<file path="config.mk">
export PLATFORM = sky130hd
export DESIGN_NAME = vram_port_arbiter_flat
export DESIGN_NICKNAME = d
export VERILOG_FILES = /design/src/rtl/vram_port_arbiter_if.sv /design/src/rtl/vram_port_arbiter.sv /design/src/flat_wrapper.sv
export SDC_FILE = /design/constraint.sdc
export NUM_CORES = 1
export LEC_CHECK = 0
export ABC_AREA = 1
export ABC_CLOCK_PERIOD_IN_PS = 2700
export BUFFER_PORTS_ARGS = -buffer_cell sky130_fd_sc_hd__buf_4
export CORE_UTILIZATION = 43
export CTS_CLUSTER_DIAMETER = 60
export DETAILED_ROUTE_END_ITERATION = 12
export PLACE_DENSITY = 0.86
export SLEW_MARGIN = 0
export SYNTH_ARGS = -nofsm -noshare
export SYNTH_HDL_FRONTEND = slang
export SYNTH_SLANG_ARGS = --single-unit
</file>
<file path="constraint.sdc">
create_clock -name S_AXI_ACLK -period 2.7 [get_ports S_AXI_ACLK]
set_input_delay 0.135 -clock S_AXI_ACLK [delete_from_list [all_inputs] [get_ports S_AXI_ACLK]]
set_output_delay 0.135 -clock S_AXI_ACLK [all_outputs]
set_load 0.05 [all_outputs]
</file>
<file path="src/rtl/vram_port_arbiter_if.sv">
// vram_port_arbiter_if: groups the display read port (D), the AXI register-side
// port (B) and the single text-VRAM BRAM port of the arbiter.
//
// Handshake: a requester raises *_req together with its payload and holds both
// stable until the cycle in which *_gnt is high; that cycle is the transfer.
// *_gnt is only ever high while the matching *_req is high, and at most one gnt
// is high per cycle. Read data returns later as a single-cycle *_rvalid pulse
// with *_rdata; writes never produce *_rvalid.
interface vram_port_arbiter_if #(
  parameter int ADDR_W = 11,
  parameter int DATA_W = 32
);
  // display port
  logic              d_req;
  logic [ADDR_W-1:0] d_addr;
  logic              d_gnt;
  logic              d_rvalid;
  logic [DATA_W-1:0] d_rdata;
  // bus port
  logic                b_req;
  logic [DATA_W/8-1:0] b_we;
  logic [ADDR_W-1:0]   b_addr;
  logic [DATA_W-1:0]   b_wdata;
  logic                b_gnt;
  logic                b_rvalid;
  logic [DATA_W-1:0]   b_rdata;
  // BRAM port
  logic                mem_en;
  logic [DATA_W/8-1:0] mem_wea;
  logic [ADDR_W-1:0]   mem_addr;
  logic [DATA_W-1:0]   mem_wdata;
  logic [DATA_W-1:0]   mem_rdata;

  // arbiter side
  modport slave (
    input  d_req, d_addr, b_req, b_we, b_addr, b_wdata, mem_rdata,
    output d_gnt, d_rvalid, d_rdata, b_gnt, b_rvalid, b_rdata,
    output mem_en, mem_wea, mem_addr, mem_wdata
  );

  // requesters and BRAM side
  modport master (
    output d_req, d_addr, b_req, b_we, b_addr, b_wdata, mem_rdata,
    input  d_gnt, d_rvalid, d_rdata, b_gnt, b_rvalid, b_rdata,
    input  mem_en, mem_wea, mem_addr, mem_wdata
  );
endinterface

</file>
<file path="src/rtl/vram_port_arbiter.sv">
// vram_port_arbiter: shares the single text-VRAM BRAM port between the display
// fetch pipeline (port D, read-only) and the AXI register side (port B).
// Grants are combinational, the winning command is registered onto mem_* one
// cycle later, and every read carries an owner tag down a shift register so the
// BRAM data can be steered back to the right port.
//
// Build option: define VRAM_ARB_RR_EN to replace fixed display priority (with a
// bus starvation guard) by two-way round-robin arbitration.
module vram_port_arbiter #(
  parameter int ADDR_W       = 11,
  parameter int DATA_W       = 32,
  parameter int RD_LAT       = 2,
  parameter int MAX_BUS_WAIT = 4
) (
  input  logic                 S_AXI_ACLK,
  input  logic                 S_AXI_ARESET,
  vram_port_arbiter_if.slave   bus
);

  localparam int BE_W  = DATA_W / 8;
  localparam int TAG_D = RD_LAT + 1;

  logic d_win;
  logic b_win;
  logic d_grant;
  logic b_grant;

  // No grant may leave the arbiter while reset is held.
  assign d_grant   = d_win & ~S_AXI_ARESET;
  assign b_grant   = b_win & ~S_AXI_ARESET;
  assign bus.d_gnt = d_grant;
  assign bus.b_gnt = b_grant;

`ifdef VRAM_ARB_RR_EN
  // 1 = bus port owned the most recent grant, 0 = display port.
  logic last_owner;

  // Round-robin pick: on contention the port that did not win last time wins.
  always_comb begin
    d_win = 1'b0;
    b_win = 1'b0;
    if (bus.d_req && bus.b_req) begin
      d_win = last_owner;
      b_win = ~last_owner;
    end else begin
      d_win = bus.d_req;
      b_win = bus.b_req;
    end
  end

  // Remember who won so the other port gets the next contended cycle.
  always_ff @(posedge S_AXI_ACLK or posedge S_AXI_ARESET) begin
    if (S_AXI_ARESET) begin
      last_owner <= 1'b1;
    end else if (d_grant) begin
      last_owner <= 1'b0;
    end else if (b_grant) begin
      last_owner <= 1'b1;
    end
  end
`else
  localparam logic [7:0] MAX_WAIT = 8'(MAX_BUS_WAIT);

  logic [7:0] starve_cnt;
  logic       starve_sat;

  assign starve_sat = (starve_cnt >= MAX_WAIT);

  // Display has priority unless the bus has already lost MAX_BUS_WAIT cycles.
  always_comb begin
    d_win = bus.d_req & ~starve_sat;
    b_win = bus.b_req & ~d_win;
  end

  // Count consecutive cycles the bus waited; saturate at the forcing threshold.
  always_ff @(posedge S_AXI_ACLK or posedge S_AXI_ARESET) begin
    if (S_AXI_ARESET) begin
      starve_cnt <= '0;
    end else if (!bus.b_req || b_grant) begin
      starve_cnt <= '0;
    end else if (!starve_sat) begin
      starve_cnt <= starve_cnt + 8'd1;
    end
  end
`endif

  // Register the winning command onto the BRAM port.
  always_ff @(posedge S_AXI_ACLK or posedge S_AXI_ARESET) begin
    if (S_AXI_ARESET) begin
      bus.mem_en    <= 1'b0;
      bus.mem_wea   <= '0;
      bus.mem_addr  <= '0;
      bus.mem_wdata <= '0;
    end else begin
      bus.mem_en  <= d_grant | b_grant;
      bus.mem_wea <= b_grant ? bus.b_we : {BE_W{1'b0}};
      if (b_grant) begin
        bus.mem_addr  <= bus.b_addr;
        bus.mem_wdata <= bus.b_wdata;
      end else if (d_grant) begin
        bus.mem_addr  <= bus.d_addr;
      end
    end
  end

  // Read tags: tag_v marks a read in flight, tag_b says it belongs to the bus.
  // Slot 0 lines up with mem_en, slot RD_LAT with valid mem_rdata.
  logic [TAG_D-1:0] tag_v;
  logic [TAG_D-1:0] tag_b;
  logic             new_v;

  assign new_v = d_grant | (b_grant & ~(|bus.b_we));

  // Shift the tag pipe every cycle; bus writes enter as empty slots.
  always_ff @(posedge S_AXI_ACLK or posedge S_AXI_ARESET) begin
    if (S_AXI_ARESET) begin
      tag_v <= '0;
      tag_b <= '0;
    end else begin
      tag_v <= {tag_v[TAG_D-2:0], new_v};
      tag_b <= {tag_b[TAG_D-2:0], b_grant};
    end
  end

  logic ret_d;
  logic ret_b;

  assign ret_d = tag_v[RD_LAT] & ~tag_b[RD_LAT];
  assign ret_b = tag_v[RD_LAT] &  tag_b[RD_LAT];

  // Capture returning BRAM data for its owner; rdata holds between pulses.
  always_ff @(posedge S_AXI_ACLK or posedge S_AXI_ARESET) begin
    if (S_AXI_ARESET) begin
      bus.d_rvalid <= 1'b0;
      bus.b_rvalid <= 1'b0;
      bus.d_rdata  <= '0;
      bus.b_rdata  <= '0;
    end else begin
      bus.d_rvalid <= ret_d;
      bus.b_rvalid <= ret_b;
      if (ret_d) begin
        bus.d_rdata <= bus.mem_rdata;
      end
      if (ret_b) begin
        bus.b_rdata <= bus.mem_rdata;
      end
    end
  end

endmodule

</file>
<file path="src/flat_wrapper.sv">
// flat-port wrapper written by rule: the top's interface ports become plain ports
module vram_port_arbiter_flat 
#(
  parameter int ADDR_W       = 11,
  parameter int DATA_W       = 32,
  parameter int RD_LAT       = 2,
  parameter int MAX_BUS_WAIT = 4
)
  (S_AXI_ACLK, S_AXI_ARESET, bus_d_req, bus_d_addr, bus_b_req, bus_b_we, bus_b_addr, bus_b_wdata, bus_mem_rdata, bus_d_gnt, bus_d_rvalid, bus_d_rdata, bus_b_gnt, bus_b_rvalid, bus_b_rdata, bus_mem_en, bus_mem_wea, bus_mem_addr, bus_mem_wdata);
  vram_port_arbiter_if #(.ADDR_W(ADDR_W), .DATA_W(DATA_W)) bus_i ();
  input  logic S_AXI_ACLK;
  input  logic S_AXI_ARESET;
  input wire logic [$bits(bus_i.d_req)-1:0] bus_d_req;
  input wire logic [$bits(bus_i.d_addr)-1:0] bus_d_addr;
  input wire logic [$bits(bus_i.b_req)-1:0] bus_b_req;
  input wire logic [$bits(bus_i.b_we)-1:0] bus_b_we;
  input wire logic [$bits(bus_i.b_addr)-1:0] bus_b_addr;
  input wire logic [$bits(bus_i.b_wdata)-1:0] bus_b_wdata;
  input wire logic [$bits(bus_i.mem_rdata)-1:0] bus_mem_rdata;
  output wire logic [$bits(bus_i.d_gnt)-1:0] bus_d_gnt;
  output wire logic [$bits(bus_i.d_rvalid)-1:0] bus_d_rvalid;
  output wire logic [$bits(bus_i.d_rdata)-1:0] bus_d_rdata;
  output wire logic [$bits(bus_i.b_gnt)-1:0] bus_b_gnt;
  output wire logic [$bits(bus_i.b_rvalid)-1:0] bus_b_rvalid;
  output wire logic [$bits(bus_i.b_rdata)-1:0] bus_b_rdata;
  output wire logic [$bits(bus_i.mem_en)-1:0] bus_mem_en;
  output wire logic [$bits(bus_i.mem_wea)-1:0] bus_mem_wea;
  output wire logic [$bits(bus_i.mem_addr)-1:0] bus_mem_addr;
  output wire logic [$bits(bus_i.mem_wdata)-1:0] bus_mem_wdata;
  assign bus_i.d_req = bus_d_req;
  assign bus_i.d_addr = bus_d_addr;
  assign bus_i.b_req = bus_b_req;
  assign bus_i.b_we = bus_b_we;
  assign bus_i.b_addr = bus_b_addr;
  assign bus_i.b_wdata = bus_b_wdata;
  assign bus_i.mem_rdata = bus_mem_rdata;
  assign bus_d_gnt = bus_i.d_gnt;
  assign bus_d_rvalid = bus_i.d_rvalid;
  assign bus_d_rdata = bus_i.d_rdata;
  assign bus_b_gnt = bus_i.b_gnt;
  assign bus_b_rvalid = bus_i.b_rvalid;
  assign bus_b_rdata = bus_i.b_rdata;
  assign bus_mem_en = bus_i.mem_en;
  assign bus_mem_wea = bus_i.mem_wea;
  assign bus_mem_addr = bus_i.mem_addr;
  assign bus_mem_wdata = bus_i.mem_wdata;
  vram_port_arbiter #(.ADDR_W(ADDR_W), .DATA_W(DATA_W), .RD_LAT(RD_LAT), .MAX_BUS_WAIT(MAX_BUS_WAIT)) u_core (.S_AXI_ACLK(S_AXI_ACLK), .S_AXI_ARESET(S_AXI_ARESET), .bus(bus_i));
endmodule
</file>
==> flow_results.xml <==
<?xml version="1.0" encoding="UTF-8"?>
<metrics>
  <group name="floorplan">
    <metric name="placement_rows" unit="">38</metric>
    <metric name="core_region_area" unit="sq um">11000</metric>
    <metric name="io_pins" unit="">210</metric>
    <metric name="chipHeight" unit="microns">109</metric>
    <metric name="overall_die_area" unit="sq um">12000</metric>
    <metric name="die_w" unit="microns">109</metric>
    <metric name="initial_utilization" unit="">0.450</metric>
  </group>
  <group name="critical_path">
    <metric name="timing.critical_path.fanout_max" unit="">34</metric>
    <metric name="critical_path_top_delay_cell" unit="">sky130_fd_sc_hd__dlygate4sd3_1</metric>
    <metric name="timing.critical_path.cells" unit="">dlygate4sd3_1, buf_4, inv_4, nand2_1, buf_4, inv_1, nand2_2, inv_2, buf_4</metric>
    <metric name="worst_path_most_repeated_cell" unit="">sky130_fd_sc_hd__buf_4</metric>
    <metric name="worst-endpoint-arrival" unit="ps">2320</metric>
    <metric name="worst_ep_required_time" unit="ps">2570</metric>
    <metric name="critical_path.max_stage_delay" unit="ps">560</metric>
    <metric name="path_class" unit="">input port to output pin</metric>
    <metric name="r2r_setup_slack" unit="ps">600</metric>
    <metric name="critical_path.startpoint_type" unit="">input port</metric>
    <metric name="end_kind" unit="">output pin</metric>
  </group>
  <group name="placement">
    <metric name="port_buffers" unit="">209</metric>
    <metric name="place_hpwl" unit="mm">8.29</metric>
    <metric name="rd_place_congestion" unit="">0.781</metric>
  </group>
  <group name="clock_network">
    <metric name="cts_tree" unit="">built</metric>
    <metric name="cts_setup_buffers" unit="">0</metric>
    <metric name="cts_made_buffers" unit="">17</metric>
    <metric name="clkTransAtPathRegs" unit="ps">50</metric>
    <metric name="clock-root-buffer" unit="">sky130_fd_sc_hd__clkbuf_16</metric>
    <metric name="clock_path_buffers" unit="">2</metric>
    <metric name="htreeDepth" unit="">4</metric>
    <metric name="cts.sinks" unit="">128</metric>
    <metric name="postCtsHoldBufs" unit="">41</metric>
    <metric name="clk_latency" unit="ps">400</metric>
    <metric name="cts-resized-gates" unit="">0</metric>
  </group>
  <group name="routing">
    <metric name="routed_wl" unit="mm">13.2</metric>
    <metric name="wl_per_cell" unit="microns">14.1</metric>
    <metric name="routed-via-count" unit="">4417</metric>
    <metric name="count_of_tritonroute_iterations_in_the_first_routing_pass" unit="">5</metric>
    <metric name="vias_per_cell" unit="">4.70</metric>
    <metric name="drtAntennaViolNets" unit="">0</metric>
    <metric name="route.detailed.drc" unit="">0</metric>
    <metric name="drtIter0Drc" unit="">279</metric>
  </group>
  <group name="power">
    <metric name="netSwitchingFraction" unit="">0.398</metric>
    <metric name="vdd_ir_drop_max" unit="mV">0.560</metric>
    <metric name="part_of_the_power_in_combinational_logic" unit="">0.351</metric>
    <metric name="power.leakage" unit="nW">4.23</metric>
    <metric name="cellPowerDensity" unit="nW/um^2">941</metric>
    <metric name="p_clk_frac" unit="">0.300</metric>
    <metric name="p_sw" unit="mW">2.85</metric>
    <metric name="power.share.sequential" unit="">0.350</metric>
    <metric name="p_int" unit="mW">4.30</metric>
    <metric name="total_power_of_the_final_layout" unit="mW">7.15</metric>
  </group>
  <group name="job">
    <metric name="drv.max_cap_violation_count" unit="">0</metric>
  </group>
  <group name="final_layout">
    <metric name="final_net_count" unit="">883</metric>
    <metric name="num_antenna_cells" unit="">0</metric>
    <metric name="synthToLayoutAreaGrowth" unit="%">52.9</metric>
    <metric name="final_layout_size_suffix_gt1_frac" unit="">0.324</metric>
  </group>
  <group name="logic_synthesis">
    <metric name="synthesis.instances" unit="">539</metric>
    <metric name="synth-main-ff-cell" unit="">sky130_fd_sc_hd__dfrtp_1</metric>
    <metric name="synth.cell_area" unit="sq um">4970</metric>
    <metric name="ys_ff_latch" unit="">128</metric>
    <metric name="yosysTopAreaCell" unit="">sky130_fd_sc_hd__dfrtp_1</metric>
    <metric name="async_flop_share" unit="">1.00</metric>
    <metric name="yosys.cell_count.top_type" unit="">sky130_fd_sc_hd__nand2_1</metric>
    <metric name="synth_largest_type_area_fraction" unit="">0.645</metric>
    <metric name="synthTopCellsByArea" unit="">sky130_fd_sc_hd__dfrtp_1 64%, sky130_fd_sc_hd__nand2_1 14%, sky130_fd_sc_hd__o21ai_0 6.6%</metric>
    <metric name="synth.yosys.seq_area_share" unit="">0.645</metric>
    <metric name="synth_commonest_cells" unit="">186 x sky130_fd_sc_hd__nand2_1, 128 x sky130_fd_sc_hd__dfrtp_1, 69 x sky130_fd_sc_hd__inv_1</metric>
    <metric name="synth.distinct_cells" unit="">20</metric>
    <metric name="synth_enable_flop_cells" unit="">0</metric>
    <metric name="synth_warnings" unit="">0</metric>
    <metric name="mappedNetlistNets" unit="">635</metric>
    <metric name="synth.avg_cell_area" unit="sq um">9.22</metric>
  </group>
  <group name="global_route">
    <metric name="grt_pass1_vias" unit="">4257</metric>
    <metric name="grt_first_pass_wirelength" unit="mm">20.7</metric>
    <metric name="antenna_found_initial" unit="">0</metric>
    <metric name="largest_net_degree_at_the_start_of_global_routing" unit="">79</metric>
    <metric name="overflow" unit="">0</metric>
    <metric name="groute.usage.overall" unit="">0.227</metric>
  </group>
  <group name="sta">
    <metric name="drv_slew" unit="">0</metric>
    <metric name="timing.fmax" unit="MHz">407</metric>
    <metric name="worst_slew_margin_rel" unit="">0.370</metric>
    <metric name="final_period_minus_worst_setup_slack" unit="ps">2460</metric>
    <metric name="timing.final.hold_violations" unit="">0</metric>
    <metric name="setup_repair_after_global_routing_missed_its_margin" unit="">no</metric>
    <metric name="worst-slew-pin-transition" unit="ps">944</metric>
    <metric name="fin_worst_skew" unit="ps">11.2</metric>
    <metric name="finalSetupViolCount" unit="">0</metric>
    <metric name="setup_tns" unit="ps">0</metric>
    <metric name="post-route-period-util" unit="">0.909</metric>
  </group>
  <group name="status">
    <metric name="status" unit="">finished clean</metric>
  </group>
  <group name="min_path">
    <metric name="hold_path_class" unit="">input port to flop</metric>
  </group>
</metrics>
[critical path: cells and delay by family]
kind | cells | cell delay, ps
AND/OR/NAND/NOR | 2 | 140
buffers and inverters | 7 | 2010
[logic make-up after synthesis]
group,count (synthesis),share of synthesized area
AND/OR/NAND/NOR,241,0.199
flip-flops,128,0.645
buffers and inverters,99,0.0813
AO/OA/AOI/OAI,68,0.0685
adder cells (fa/ha/maj),2,0.00504
XOR/XNOR,1,0.00176
[path summary, 6_finish.rpt]
kind	from	endpoint	cells past startpoint
min	bus_mem_rdata[16]	u_core.bus.d_rdata[16]	3
min in group asynchronous	S_AXI_ARESET	u_core.starve_cnt[5]	4
max reg2reg	u_core.starve_cnt[6]	u_core.starve_cnt[1]	6
min reg2reg	u_core.tag_b[0]	u_core.tag_b[1]	0
max	S_AXI_ARESET	bus_b_gnt	9
max in group asynchronous	S_AXI_ARESET	u_core.bus.d_rdata[19]	5
[power by group through the flow]
stage,clock [mW],combinational (mW),sequential [mW]
floorplan,0,0.388,3.74
global placement,0,2.42,2.52
detailed placement,0,2.46,2.52
CTS,2.18,2.51,2.50
global route,2.29,2.65,2.54
finish,2.14,2.51,2.50
[flip-flops by register name, summed over array words and instances, names as in the netlist]
signal and count:
u_core.bus.mem_addr 11, u_core.starve_cnt 8, u_core.tag_v 3, u_core.bus.d_rvalid 1
u_core.bus.b_rvalid 1, u_core.bus.mem_wdata 32, u_core.tag_b 3, u_core.bus.d_rdata 32
u_core.bus.b_rdata 32, u_core.bus.mem_en 1, u_core.bus.mem_wea 4
[layout by cell type (no fill, tap or decap)]
master,instances
sky130_fd_sc_hd__buf_4,214
sky130_fd_sc_hd__nand2_1,185
sky130_fd_sc_hd__dfrtp_1,128
sky130_fd_sc_hd__inv_1,69
sky130_fd_sc_hd__o21ai_0,66
sky130_fd_sc_hd__dlygate4sd3_1,41
sky130_fd_sc_hd__nand3_1,33
sky130_fd_sc_hd__clkbuf_16,17
sky130_fd_sc_hd__nor2_1,12
sky130_fd_sc_hd__clkinv_4,5
sky130_fd_sc_hd__nand2_2,4
sky130_fd_sc_hd__clkinv_2,4
sky130_fd_sc_hd__inv_6,4
sky130_fd_sc_hd__nor2_2,3
sky130_fd_sc_hd__inv_2,3
sky130_fd_sc_hd__nand4_1,2
sky130_fd_sc_hd__a21oi_1,2
sky130_fd_sc_hd__ha_1,2
sky130_fd_sc_hd__nor2_4,1
sky130_fd_sc_hd__inv_4,1
sky130_fd_sc_hd__nand3_4,1
sky130_fd_sc_hd__xor2_1,1
sky130_fd_sc_hd__bufinv_16,1
sky130_fd_sc_hd__clkinvlp_4,1
[metal layers]
layer	wire length, microns	vias up	track usage	part of all wire
met5	0	-	0	0
met4	149	0	0.0724	0.011
met3	1310	12	0.0771	0.099
met2	6330	233	0.363	0.48
met1	5440	2024	0.290	0.41
li1	-	2148	-	-
[metrics by stage]
stage	setup slack, ps	utilization	cells	area [sq um]	hold WS [ps]
floorplan	500	-	539	4970	245
global placement	701	0.601	867	6630	328
detailed placement	629	0.601	867	6630	335
CTS	286	0.689	940	7600	0.0439
global route	102	0.689	940	7600	8.42
finish	245	0.689	940	7600	21.2
[layout make-up]
cell class | instances | area [sq um]
Timing Repair Buffer | 255 | 2020
Fill cell | 828 | 3430
Tap cell | 140 | 175
Clock buffer | 17 | 425
Multi-Input combinational cell | 312 | 1360
Clock inverter | 15 | 136
Inverter | 73 | 277
Sequential cell | 128 | 3200
(Power assumes the default switching activity.)
